<file path="config.mk">
export PLATFORM = sky130hd
export DESIGN_NAME = rx_byte_buffer
export DESIGN_NICKNAME = d
export VERILOG_FILES = /design/src/rtl/rx_buf_pkg.sv /design/src/rtl/rx_fifo.sv /design/src/rtl/rx_byte_buffer.sv
export SDC_FILE = /design/constraint.sdc
export NUM_CORES = 1
export LEC_CHECK = 0
export ABC_AREA = 0
export BUFFER_PORTS_ARGS = -buffer_cell sky130_fd_sc_hd__buf_4
export CAP_MARGIN = 30
export CORE_AREA = 10 10 72 74
export DETAILED_ROUTE_END_ITERATION = 12
export DIE_AREA = 0 0 82 84
export PLACE_DENSITY = 0.73
export SLEW_MARGIN = 40
export SYNTH_ARGS = -nofsm -noshare
export SYNTH_HDL_FRONTEND = slang
export SYNTH_HIERARCHICAL = 1
export SYNTH_SLANG_ARGS = --single-unit
</file>
<file path="constraint.sdc">
create_clock -name hz100 -period 2 [get_ports hz100]
set_clock_uncertainty 0.15 [all_clocks]
set_input_delay 0.1 -clock hz100 [delete_from_list [all_inputs] [get_ports hz100]]
set_output_delay 0.1 -clock hz100 [all_outputs]
set_load 0.01 [all_outputs]
</file>
<file path="src/rtl/rx_buf_pkg.sv">
// rx_buf_pkg: shared handshake state type and FIFO depth default for the rx byte buffer
package rx_buf_pkg;
  typedef enum logic [1:0] {IDLE, ACK, WAIT_LOW} state_t;
  localparam int DEPTH_DEF = 4;
endpackage

</file>
<file path="src/rtl/rx_fifo.sv">
// rx_fifo: byte FIFO with wrap-around pointers, occupancy count and zero-when-empty head
// Ports: hz100 clock, reset async active-low, push/pop requests, din write byte,
//        dout head byte (8'h00 when empty), count occupancy, full, empty.
module rx_fifo
  import rx_buf_pkg::*;
#(
  parameter int DEPTH = DEPTH_DEF
) (
  input  logic                     hz100,
  input  logic                     reset,
  input  logic                     push,
  input  logic                     pop,
  input  logic [7:0]               din,
  output logic [7:0]               dout,
  output logic [$clog2(DEPTH):0]   count,
  output logic                     full,
  output logic                     empty
);
  localparam int AW = $clog2(DEPTH);
  logic [7:0] mem [DEPTH];
  logic [AW-1:0] wr, rd;
  logic wen, ren;
  assign empty = count == '0;
  assign full = count == (AW+1)'(DEPTH);
  assign ren = pop && !empty;
  // a write into a full FIFO is allowed only when the head frees a slot on the same edge
  assign wen = push && (!full || ren);
  always_ff @(posedge hz100 or negedge reset)
    if (!reset) begin
      wr <= '0;
      rd <= '0;
      count <= '0;
    end else begin
      if (wen) wr <= wr + 1'b1;
      if (ren) rd <= rd + 1'b1;
      count <= count + (AW+1)'(wen) - (AW+1)'(ren);
    end
  always_ff @(posedge hz100)
    if (wen) mem[wr] <= din;
  assign dout = empty ? 8'h00 : mem[rd];
endmodule

</file>
<file path="src/rtl/rx_byte_buffer.sv">
// rx_byte_buffer: receiver handshake FSM feeding a byte FIFO drained by a pushbutton pop
// Ports: hz100 clock, reset async active-low, rxdata/rxready from receiver, rxclk ack pulse,
//        pop level request (rising edge acts), dout/valid/count FIFO head state,
//        overflow and perr sticky flags.
// Build option: define RX_PARITY_EN to check even parity in rxdata[7] and store 7-bit bytes.
module rx_byte_buffer
  import rx_buf_pkg::*;
#(
  parameter int DEPTH = DEPTH_DEF
) (
  input  logic                   hz100,
  input  logic                   reset,
  input  logic [7:0]             rxdata,
  input  logic                   rxready,
  output logic                   rxclk,
  input  logic                   pop,
  output logic [7:0]             dout,
  output logic                   valid,
  output logic [$clog2(DEPTH):0] count,
  output logic                   overflow,
  output logic                   perr
);
  state_t state, state_nx;
  logic pop_q, pop_edge, take, good, push, full, empty;
  logic [7:0] din;
  assign pop_edge = pop && !pop_q;
  assign take = state == IDLE && rxready;
  assign push = take && good && (!full || pop_edge);
  assign valid = !empty;
  always_ff @(posedge hz100 or negedge reset)
    if (!reset) begin
      state <= IDLE;
      pop_q <= 1'b0;
      overflow <= 1'b0;
    end else begin
      state <= state_nx;
      pop_q <= pop;
      if (take && good && full && !pop_edge) overflow <= 1'b1;
    end
  // WAIT_LOW holds off until rxready drops so a held byte is captured once
  always_comb begin
    state_nx = state;
    rxclk = 1'b0;
    state_nx = state == IDLE ? (rxready ? ACK : IDLE) :
               state == ACK  ? WAIT_LOW :
               (rxready ? WAIT_LOW : IDLE);
    rxclk = state == ACK;
  end
`ifdef RX_PARITY_EN
  assign good = ~^rxdata;
  assign din = {1'b0, rxdata[6:0]};
  always_ff @(posedge hz100 or negedge reset)
    if (!reset) perr <= 1'b0;
    else if (take && !good) perr <= 1'b1;
`else
  assign good = 1'b1;
  assign din = rxdata;
  assign perr = 1'b0;
`endif
  rx_fifo #(.DEPTH(DEPTH)) u_fifo (
    .hz100(hz100),
    .reset(reset),
    .push(push),
    .pop(pop_edge),
    .din(din),
    .dout(dout),
    .count(count),
    .full(full),
    .empty(empty)
  );
endmodule

</file>
## Yosys cells after proc, flatten, opt, wreduce, memory -nomap -nowiden

Memories as Yosys holds them, arrays and structs flattened.
Index checks and enable logic that the tools add are counted.
W data, S select, Z words.

- Register bits: 11
- Latch bits: 0
- Memory bits (writable): 32
- Bits in read-only memories: 0
- Input port bits: 12
- Output and inout port bits: 15
- Logic and storage cells: 35
- Memories kept: 1

Memories:

| name | words | bits a word | rd ports | clocked after memory_dff | wr ports | line | RTL |
|---|---|---|---|---|---|---|---|
| u_fifo.mem | 4 | 8 | 1 | 0 | 1 | rx_fifo.sv:20 | `logic [7:0] mem [DEPTH];` |

- Add/subtract/negate cells: 4
- Multiply operators: 0
- Divide/modulo/power cells: 0
- Magnitude comparators: 0
- Equal/unequal tests: 2
- Shift-type cells: 0
- Multiplexer cells: 7
- Bitwise gates (word level): 0
- Reductions and logical operators: 15

Operator list:

| kind | number |
|---|---|
| $mux W8 | 1 |
| $logic_and A1 B1 Y1 | 7 |
| $mux W2 | 3 |
| $add A2 B1 Y2 const B | 2 |
| $logic_not A1 Y1 | 4 |
| $add A3 B1 Y3 | 1 |
| $eq A3 B3 Y1 const B | 1 |
| $logic_not A3 Y1 | 1 |
| $mux W1 | 3 |
| $sub A3 B1 Y3 | 1 |
| $eq A2 B1 Y1 const B | 1 |
| $logic_not A2 Y1 | 1 |
| $logic_or A1 B1 Y1 | 2 |

## Longest topological paths before layout

Gate-level depths: netlist of the first run.

- Depth after elaboration: 7
- Depth in mapped cells: 9
- Gate-level depth less buffers: 9

## Cells and area by module

The synthesis of the first run kept the hierarchy.

Modules (own cells, without submodules):

| module | times used | cells an instance | area each (um^2) | seq. area each (um^2) |
|---|---|---|---|---|
| rx_fifo | 1 | 87 | 1630.3 | 1136.1 |
| rx_byte_buffer | 1 | 14 | 171.4 | 100.1 |

## Worst setup path after synthesis of the first run

OpenSTA, ideal clock, no wires.

- Kind: register to register
- Start: register u_fifo.count[1]
- End: register u_fifo.count[2]
- Setup time: 0.123 ns
- Data arrival time: 1.960 ns
- Data required time: 1.727 ns
- Path slack: -0.233 ns
- Stages on the path, launching flop included: 10
- Buffers on the path: 0
- Clock period less this slack: 2.233 ns
- Cell sequence: dfrtp_1 > or3b_1 > inv_1 > a21boi_2 > o21ai_0 > mux2i_1 > ha_1 > fa_1 > xnor2_1 > xnor2_1

- Cells in the longest elaborated chain, start to end: 7
- Elaborated cells on any way between the ends: 11
- Classes of those cells: add/sub: 2; eq/ne: 1; reduce/logical: 8

Ends and longest elaborated chain:

| element | line | RTL |
|---|---|---|
| from (decl) | rx_fifo.sv:15 | `output logic [$clog2(DEPTH):0] count,` |
| from (signal assigned) | rx_fifo.sv:36 | `count <= count + (AW+1)'(wen) - (AW+1)'(ren);` |
| $eq A3 B3 Y1 | rx_fifo.sv:24 | `assign full = count == (AW+1)'(DEPTH);` |
| via full | rx_byte_buffer.sv:24 | `logic pop_q, pop_edge, take, good, push, full, empty;` |
| $logic_not A1 Y1 | rx_byte_buffer.sv:28 | `assign push = take && good && (!full \|\| pop_edge);` |
| $logic_or A1 B1 Y1 | rx_byte_buffer.sv:28 |  |
| $logic_and A1 B1 Y1 | rx_byte_buffer.sv:28 |  |
| via push | rx_byte_buffer.sv:24 |  |
| $logic_and A1 B1 Y1 | rx_fifo.sv:27 | `assign wen = push && (!full \|\| ren);` |
| $add A3 B1 Y3 | rx_fifo.sv:36 |  |
| $sub A3 B1 Y3 | rx_fifo.sv:36 |  |

The timed path passes the listed nets, and every way through them passes these cells.
A chain may end at the register's enable or synchronous reset.

## Final worst setup path of the first run

Same ends and word-level chain as after synthesis.

==> results of run 1 <==
repair_timing:
action | 4_1_cts | 5_1_grt
resized for setup | 5 | 2
buffers inserted | 1 | 1
endpoints found under the hold margin | 45 | 0
hold buffers | 11 | 0
pin swaps | 0 | 1
setup endpoints to repair | 2 | 34
placed cells by master (no fill, tap or decap), types with 4 or more instances in the layout:
cell type	Yosys	layout
and2_4	0	4
dfrtp_1	11	11
buf_4	1	40
and2_1	8	8
clkbuf_8	0	5
dlygate4sd3_1	0	11
xnor2_1	5	4
ha_1	5	4
edfxtp_1	32	32
inv_1	7	6
mux4_2	8	8
flip-flops by register name (all words and copies together) (netlist names):
| name | flops |
|---|---|
| overflow | 1 |
| pop_q | 1 |
| state | 2 |
| u_fifo/count | 3 |
| u_fifo/mem | 32 |
| u_fifo/rd | 2 |
| u_fifo/wr | 2 |
synth_stat cells (2+ instances only):
cell | count | share of area (%)
and2_1 | 8 | 2.8
and2_2 | 4 | 1.7
clkbuf_1 | 2 | 0.42
dfrtp_1 | 11 | 15
edfxtp_1 | 32 | 53
ha_1 | 5 | 3.5
inv_1 | 7 | 1.5
mux4_2 | 8 | 10
xnor2_1 | 5 | 2.4
stage by stage:
stage          hold slack [ns]  TNS, ns  util (%)  std cells
3_3_place_gp            -0.211  -0.0985      55.6        185
2_1_floorplan           -0.346   -0.169         -        101
5_1_grt                 0.0366   -0.512      62.5        206
3_5_place_dp            -0.211   -0.302      55.6        185
6_report                0.0203   -0.364      62.5        206
4_1_cts                 0.0179   -0.304      62.0        205
kinds of logic (layout without fill, tap and decap cells):
| family | after synthesis | after routing | share of synthesized area, % |
|---|---|---|---|
| fa+ha+maj | 6 | 6 | 4.58 |
| flops | 43 | 43 | 68.6 |
| xor+xnor | 5 | 5 | 2.43 |
| mux | 10 | 10 | 11.4 |
| other cells | 1 | 1 | 0.208 |
| buf+inv | 11 | 66 | 2.57 |
| compound gates | 5 | 5 | 2.64 |
| simple gates | 20 | 20 | 7.57 |
power by group:
group          switching, mW  internal (mW)  total [mW]
clock network          0.291          0.378       0.669
logic                  0.617          0.853        1.47
registers              0.119           1.17        1.29
total                   1.03           2.40        3.43
critical path, delay by kind of cell, from the launching register on:
family	cells	cell delay [ns]
buffers and inverters	1	0.08
flip-flops	1	0.40
adder cells (fa/ha/maj)	2	0.55
AO/OA/AOI/OAI	2	0.13
AND/OR/NAND/NOR	1	0.41
multiplexers	1	0.10
XOR/XNOR	2	0.29
how the worst max path moves through the flow:
stage                      endpoint  depth (start not counted)             from  slack, ns
finish              u_fifo/count[2]                          9  u_fifo/count[1]      -0.23
global route        u_fifo/count[2]                          9  u_fifo/count[1]      -0.31
CTS                 u_fifo/count[2]                          9  u_fifo/count[1]      -0.20
detailed placement  u_fifo/count[2]                          9  u_fifo/count[1]      -0.20
global placement    u_fifo/count[2]                          9  u_fifo/count[1]      -0.06
floorplan           u_fifo/count[2]                          9  u_fifo/count[0]      -0.15
final cells by class:
cell class                      count  share of cell area [%]
Tap cell                           50                    2.60
Sequential cell                    43                    51.3
Timing Repair Buffer               51                    17.0
Clock inverter                      3                    1.97
Inverter                            7                    1.19
Clock buffer                        5                    2.86
Multi-Input combinational cell     47                    23.1
layer usage:
metal / vias up / wire (um) / part of all wire, % / global-route usage [%]
met2: 17 / 1810 / 56 / 17.3
met5: - / 0 / 0 / 0
li1: 469 / - / - / -
met4: 0 / 74 / 2.3 / 4.64
met1: 510 / 1190 / 37 / 10.5
met3: 7 / 135 / 4.2 / 3.34
==> results by group, run 1 <==
Global routing
  • First-pass GRT wire length: 5200 um
  • Total track usage: 10.1%
  • GRT Residual Overflow: 0
  • Antenna violations before repair: 0
  • Vias in the first global route: 1,081
  • Largest net degree at the start of global routing: 16

Placed design
  • Placed Area: 2150 um2
  • GPL Wtd Cong: 0.714
  • PortBufs: 25
  • Setup slack at placement: -0.203 ns
  • Post-DP HPWL: 2340 um

Critical path
  • RR Endpoint: u_fifo/count[2]
  • Cells on worst reg2reg path: 9
  • Crit. End Element: flip-flop
  • Reg2Reg Setup Slack: -0.23 ns
  • Maximum fanout along the worst path: 3
  • CP peak stage delay: 0.41 ns
  • Critical Path RT: 2.03 ns
  • Crit-path cells: or3b_4 > inv_4 > a21boi_4 > o21ai_1 > mux2i_1 > ha_2 > fa_2 > xnor2_2 > xnor2_1
  • WP data arrival: 2.26 ns
  • Critical path class: flip-flop to flip-flop
  • Worst setup SP type: flip-flop
  • Slowest cell on crit path: or3b_4
  • Critical R2R Launch: u_fifo/count[1]

Yosys
  • Synth Instances: 101
  • Netlist Area Pre-Place: 1800 um2
  • Ys async rst share: 25.6%
  • EDFF count, synth: 32
  • Synth cell types: 28
  • Synth Net Count: 119
  • Seq/Total Area, Yosys: 68.6%
  • #FFs+latches synth: 43
  • Post-Syn Area per Cell: 17.8 um2
  • Synth warn: 6
  • Synth Flop Type: edfxtp_1

Min path
  • Hold Crit Class: input pin to asynchronous set/reset pin

Clock network
  • CTS sink cnt: 43
  • Worst-Skew Late Latency: 0.29 ns
  • H-tree depth: 2
  • TritonCTS buffer count: 5
  • TritonCTS clock tree: built
  • Clock root buffer: clkbuf_8
  • CTS clk-pin slew, worst paths: 0.08 ns
  • Clock Path Buffers: 2

Power
  • P_leak: 0.972 nW
  • PD cells: 1420 nW/um2
  • Max VDD drop: 0.000876 V
  • Final Power: 3.43 mW

Drt
  • DRC Markers: 0
  • Detail Route Antenna Nets: 0
  • Drt total wl: 3200 um
  • Routed vias/inst: 4.87
  • Drt pass-1 iters: 4
  • Post-detailed-route wirelength per cell: 15.6 um
  • Detailed-route via count: 1,003
  • DRT iter0 DRCs: 48

Die
  • Die Y: 84 um
  • Rows: 23
  • I/O pins: 27
  • Width of the die: 82 um
  • Starting Density: 46.7%
  • Core area: 3860 um2
  • Die area: 6890 um2

STA
  • Final Critical Period: 2.23 ns
  • Slew Viols, Final: 0
  • Crit share post-route: 112%
  • RSZ-0062 raised after global routing: true
  • Final hold vios: 0
  • Highest clock rate: 0.448 GHz
  • Fin worst setup slack: -0.232 ns
  • Final setup violation count: 2

Run status
  • Failing checks: setup timing
  • Status: finished, violations left

Final layout
  • Multi-input combinational cell area: 556 um2
  • NumNets Final: 173
  • Post-route cell area: 2410 um2
  • Layout Area Growth over Synthesis: 33.7%
  • Diodes inserted: 0
  • Layout filler cell count: 300
  • Layout cells sized above 1: 46.8%
  • Register area: 1240 um2

Job
  • Max-cap check violation count: 0
No activity file was read; power rests on OpenSTA's default activity.
==> run 2: changes to the inputs <==
- MAX_ROUTING_LAYER: default -> met4
==> run 2 against run 1 <==
Effect of this change: power up 0.11%; worst hold slack got worse by 0.0021 ns; core utilization did not move; wire length is 0.72% higher; fmax barely moved; the flow still finishes with violations (setup timing); clock-buffer cell count is the same.
==> results by group, run 2 (synthesis gave the netlist of run 1 again) <==
Die
  • Die Y: 84 um
  • Die area: 6890 um2
  • I/O pins: 27
  • Rows: 23
  • Width of the die: 82 um
  • Starting Density: 46.7%
  • Core area: 3860 um2

STA
  • Hold slack: 0.0182 ns
  • Final Critical Period: 2.23 ns
  • Setup TNS: -0.372 ns
  • Crit share post-route: 112%
  • Final setup violation count: 2
  • Highest clock rate: 0.448 GHz
  • RSZ-0062 raised after global routing: true
  • Slew Viols, Final: 0
  • Final hold vios: 0
  • Fin worst setup slack: -0.234 ns

Power
  • P_leak: 0.972 nW
  • Max VDD drop: 0.000876 V
  • Final Power: 3.43 mW
  • PD cells: 1420 nW/um2

Placed design
  • Setup slack at placement: -0.203 ns
  • GPL Wtd Cong: 0.722
  • Placed Area: 2150 um2
  • Placed insts: 185
  • PortBufs: 25
  • Post-DP HPWL: 2340 um

Drt
  • Drt total wl: 3230 um
  • Post-detailed-route wirelength per cell: 15.7 um
  • DRT iter0 DRCs: 52
  • Drt pass-1 iters: 4
  • Detailed-route via count: 1,003
  • Detail Route Antenna Nets: 0
  • DRC Markers: 0
  • Routed vias/inst: 4.87

Critical path
  • Crit. End Element: flip-flop
  • Critical Path RT: 2.03 ns
  • Maximum fanout along the worst path: 3
  • WP data arrival: 2.26 ns
  • Critical path class: flip-flop to flip-flop
  • Reg2Reg Setup Slack: -0.23 ns
  • Cells on worst reg2reg path: 9
  • Worst setup SP type: flip-flop

Final layout
  • Layout Area Growth over Synthesis: 33.7%
  • Commonest non-fill, non-tap cell in the layout: buf_4
  • Multi-input combinational cell area: 556 um2
  • Register area: 1240 um2
  • Post-route cell area: 2410 um2
  • Top reg by flops: u_fifo/mem
  • Regs by FF count: u_fifo/mem x32, u_fifo/count x3
  • Layout cells sized above 1: 46.8%
  • Finished Layout Cells: 206
  • Layout filler cell count: 300
  • Diodes inserted: 0
  • NumNets Final: 173
  • Final Util: 62.5%
  • Max FFs per register: 32
  • Most frequent cells in the layout: 40 x buf_4, 32 x edfxtp_1, 11 x dlygate4sd3_1, 11 x dfrtp_1

Clock network
  • Clock Path Buffers: 2
  • CTS sink cnt: 43
  • Clock root buffer: clkbuf_8
  • TritonCTS buffer count: 5
  • CTS clk-pin slew, worst paths: 0.08 ns
  • TritonCTS clock tree: built
  • Worst-Skew Late Latency: 0.29 ns
  • H-tree depth: 2

Global routing
  • First-pass GRT wire length: 5200 um
  • Largest net degree at the start of global routing: 16
  • Vias in the first global route: 1,081
  • Antenna violations before repair: 0
  • Total track usage: 10.3%
  • GRT Residual Overflow: 0

Job
  • Max-cap check violation count: 0

Min path
  • Hold Crit Class: input pin to asynchronous set/reset pin

Run status
  • Failing checks: setup timing
  • Status: finished, violations left
## run 2: cell counts in the layout (fill, tap and decap cells not counted)
Identical to the previous run, type by type.
## run 2: worst paths after layout
path / from / endpoint
max in group asynchronous: reset / state[1]
max reg2reg: u_fifo/count[1] / u_fifo/count[2]
min reg2reg: overflow / overflow
max: u_fifo/count[1] / u_fifo/count[2]
min in group hz100: rxready / state[0]
min: reset / u_fifo/count[1]
## run 2: worst max-delay path: stages (launching register included)
cell and delay, ns:
dfrtp_1 0.40, or3b_4 0.41, inv_4 0.08, a21boi_4 0.05
o21ai_1 0.08, mux2i_1 0.10, ha_2 0.19, fa_2 0.36
xnor2_2 0.15, xnor2_1 0.14
## run 2: cell type report
type                            count  share of cell area, %
Clock inverter                      3                   1.97
Multi-Input combinational cell     47                   23.1
Clock buffer                        5                   2.86
Timing Repair Buffer               51                   17.0
Sequential cell                    43                   51.3
Tap cell                           50                   2.60
Inverter                            7                   1.19
## run 2: metal layers
layer	up-vias	share of wire, %	GRT usage, %
met5	-	0	-
met4	0	1.3	4.64
met3	4	4.5	3.34
met2	16	57	17.3
met1	513	37	10.5
li1	470	-	-
## run 2: power breakdown
group          internal, mW  switching (mW)  total [mW]
logic                 0.853           0.619        1.47
clock network         0.378           0.293       0.671
registers              1.17           0.119        1.29
## run 2: timing repair
action / 4_1_cts / 5_1_grt
pin swaps: 0 / 1
hold endpoints to repair: 45 / 0
hold buffers: 11 / 0
gates resized for setup: 5 / 2
setup buffers: 1 / 1
setup endpoints to repair: 2 / 34
==> run 3: changes to the inputs <==
- CORE_AREA: 10 10 72 74 -> 10 10 69 76
- DIE_AREA: 0 0 82 84 -> 0 0 79 86
- PLACE_DENSITY: 0.73 -> 0.74
- SKIP_CTS_REPAIR_TIMING: default -> 1
==> run 3 against run 2 <==
Effect of this change: the flow still finishes with violations (setup timing); non-clock buffer count is 2 lower; final area is 1.2% lower; first-iteration DRC count is 15% higher; combinational power is 3% lower; final cell count is 0.97% lower; die area is 1.4% lower; wire length is 0.65% lower; via count is 1.6% lower; sequential share of layout area is 0.62 points higher; worst hold slack better by 0.0070 ns; sequential power hardly changed; largest cell class unchanged; largest power group unchanged.
==> results by group, run 3 (synthesis gave the netlist of run 1 again) <==
Global routing
  • GRT Residual Overflow: 0
  • Total track usage: 10.4%
  • First-pass GRT wire length: 5310 um
  • Vias in the first global route: 1,131
  • Largest net degree at the start of global routing: 14
  • Antenna violations before repair: 0

Critical path
  • Crit. Startpoint: u_fifo/count[1]
  • Slowest cell on crit path: dfrtp_1
  • Critical R2R Launch: u_fifo/count[1]
  • Cells on worst reg2reg path: 9
  • Maximum fanout along the worst path: 3
  • Reg2Reg Setup Slack: -0.20 ns
  • Critical Path RT: 2.02 ns
  • WP data arrival: 2.22 ns
  • CP delay by family, top: adder cells
  • WP depth: 9
  • Critical Path End: u_fifo/count[2]
  • Critical path class: flip-flop to flip-flop
  • RR Endpoint: u_fifo/count[2]
  • CP peak stage delay: 0.41 ns
  • Crit-path cells: or3b_4 > inv_4 > a21boi_4 > o21ai_1 > mux2i_1 > ha_2 > fa_2 > xnor2_2 > xnor2_1
  • Bufs and invs on worst path: 1
  • Crit. End Element: flip-flop
  • Worst setup SP type: flip-flop

Clock network
  • TritonCTS clock tree: built
  • H-tree depth: 2
  • CTS sink cnt: 43
  • Clock Path Buffers: 2
  • TritonCTS buffer count: 5
  • Worst-Skew Late Latency: 0.29 ns
  • Clock root buffer: clkbuf_8
  • CTS clk-pin slew, worst paths: 0.08 ns

Final layout
  • Layout cells sized above 1: 45.5%
  • Layout filler cell count: 293
  • Final Util: 64.6%
  • Post-route cell area: 2380 um2
  • NumNets Final: 171
  • Commonest non-fill, non-tap cell in the layout: buf_4
  • Diodes inserted: 0
  • Multi-input combinational cell area: 551 um2
  • Regs by FF count: u_fifo/mem x32, u_fifo/count x3
  • Finished Layout Cells: 204
  • Most frequent cells in the layout: 38 x buf_4, 32 x edfxtp_1, 11 x dlygate4sd3_1, 11 x dfrtp_1
  • Layout Area Growth over Synthesis: 32.2%
  • Max FFs per register: 32
  • Top reg by flops: u_fifo/mem
  • Register area: 1240 um2

Drt
  • DRC Markers: 0
  • Drt pass-1 iters: 4
  • Detailed-route via count: 987
  • DRT iter0 DRCs: 60
  • Drt total wl: 3210 um
  • Detail Route Antenna Nets: 0
  • Post-detailed-route wirelength per cell: 15.7 um
  • Routed vias/inst: 4.84

STA
  • Final hold vios: 0
  • Final setup violation count: 2
  • Fin worst setup slack: -0.196 ns
  • RSZ-0062 raised after global routing: true
  • Crit share post-route: 110%
  • Slew Viols, Final: 0
  • Final Critical Period: 2.20 ns
  • Highest clock rate: 0.455 GHz

Die
  • Starting Density: 48.9%
  • I/O pins: 27
  • Core area: 3680 um2
  • Die area: 6790 um2
  • Rows: 23
  • Width of the die: 79 um
  • Die Y: 86 um

Job
  • Max-cap check violation count: 0

Power
  • P_leak: 0.955 nW
  • Max VDD drop: 0.000736 V
  • PD cells: 1410 nW/um2
  • Final Power: 3.35 mW

Placed design
  • PortBufs: 25
  • GPL Wtd Cong: 0.790
  • Placed Area: 2150 um2
  • Placed insts: 185
  • Post-DP HPWL: 2370 um
  • Setup slack at placement: -0.158 ns

Run status
  • Failing checks: setup timing
  • Status: finished, violations left

Min path
  • Hold Crit Class: input pin to asynchronous set/reset pin
## run 3: cell type report
type | instances | area share [%]
clock buffers | 5 | 2.89
clock inverters | 3 | 1.63
inverters | 7 | 1.21
multi-input cells | 47 | 23.1
flip-flops and latches | 43 | 51.9
well taps | 50 | 2.63
repair buffers | 49 | 16.6
## run 3: metrics by stage
step           hold WS, ns  TNS [ns]
5_1_grt             0.0380    -0.468
2_1_floorplan       -0.346    -0.169
3_5_place_dp        -0.209    -0.269
4_1_cts             -0.524    -0.334
6_report            0.0252    -0.323
3_3_place_gp        -0.211    -0.106
## run 3: worst min-delay path by stage
stage | startpoint | endpoint | cells after the start
global placement | reset | u_fifo/count[2] | 1
finish | reset | u_fifo/rd[0] | 2
floorplan | reset | overflow | 0
CTS | reset | u_fifo/rd[0] | 1
global route | reset | u_fifo/count[0] | 2
detailed placement | reset | u_fifo/rd[1] | 1
## run 3: power by group
part | total (mW) | switching, mW | internal (mW)
sequential | 1.29 | 0.120 | 1.17
clock | 0.641 | 0.276 | 0.365
combinational | 1.42 | 0.597 | 0.823
total | 3.35 | 0.992 | 2.36
## run 3: layer usage
layer / routed length, um / track usage (%) / vias to the layer above
met5: 0 / - / -
met4: 46 / 5.38 / 0
met3: 125 / 2.82 / 4
met2: 1760 / 17.9 / 19
met1: 1270 / 10.5 / 498
li1: - / - / 466
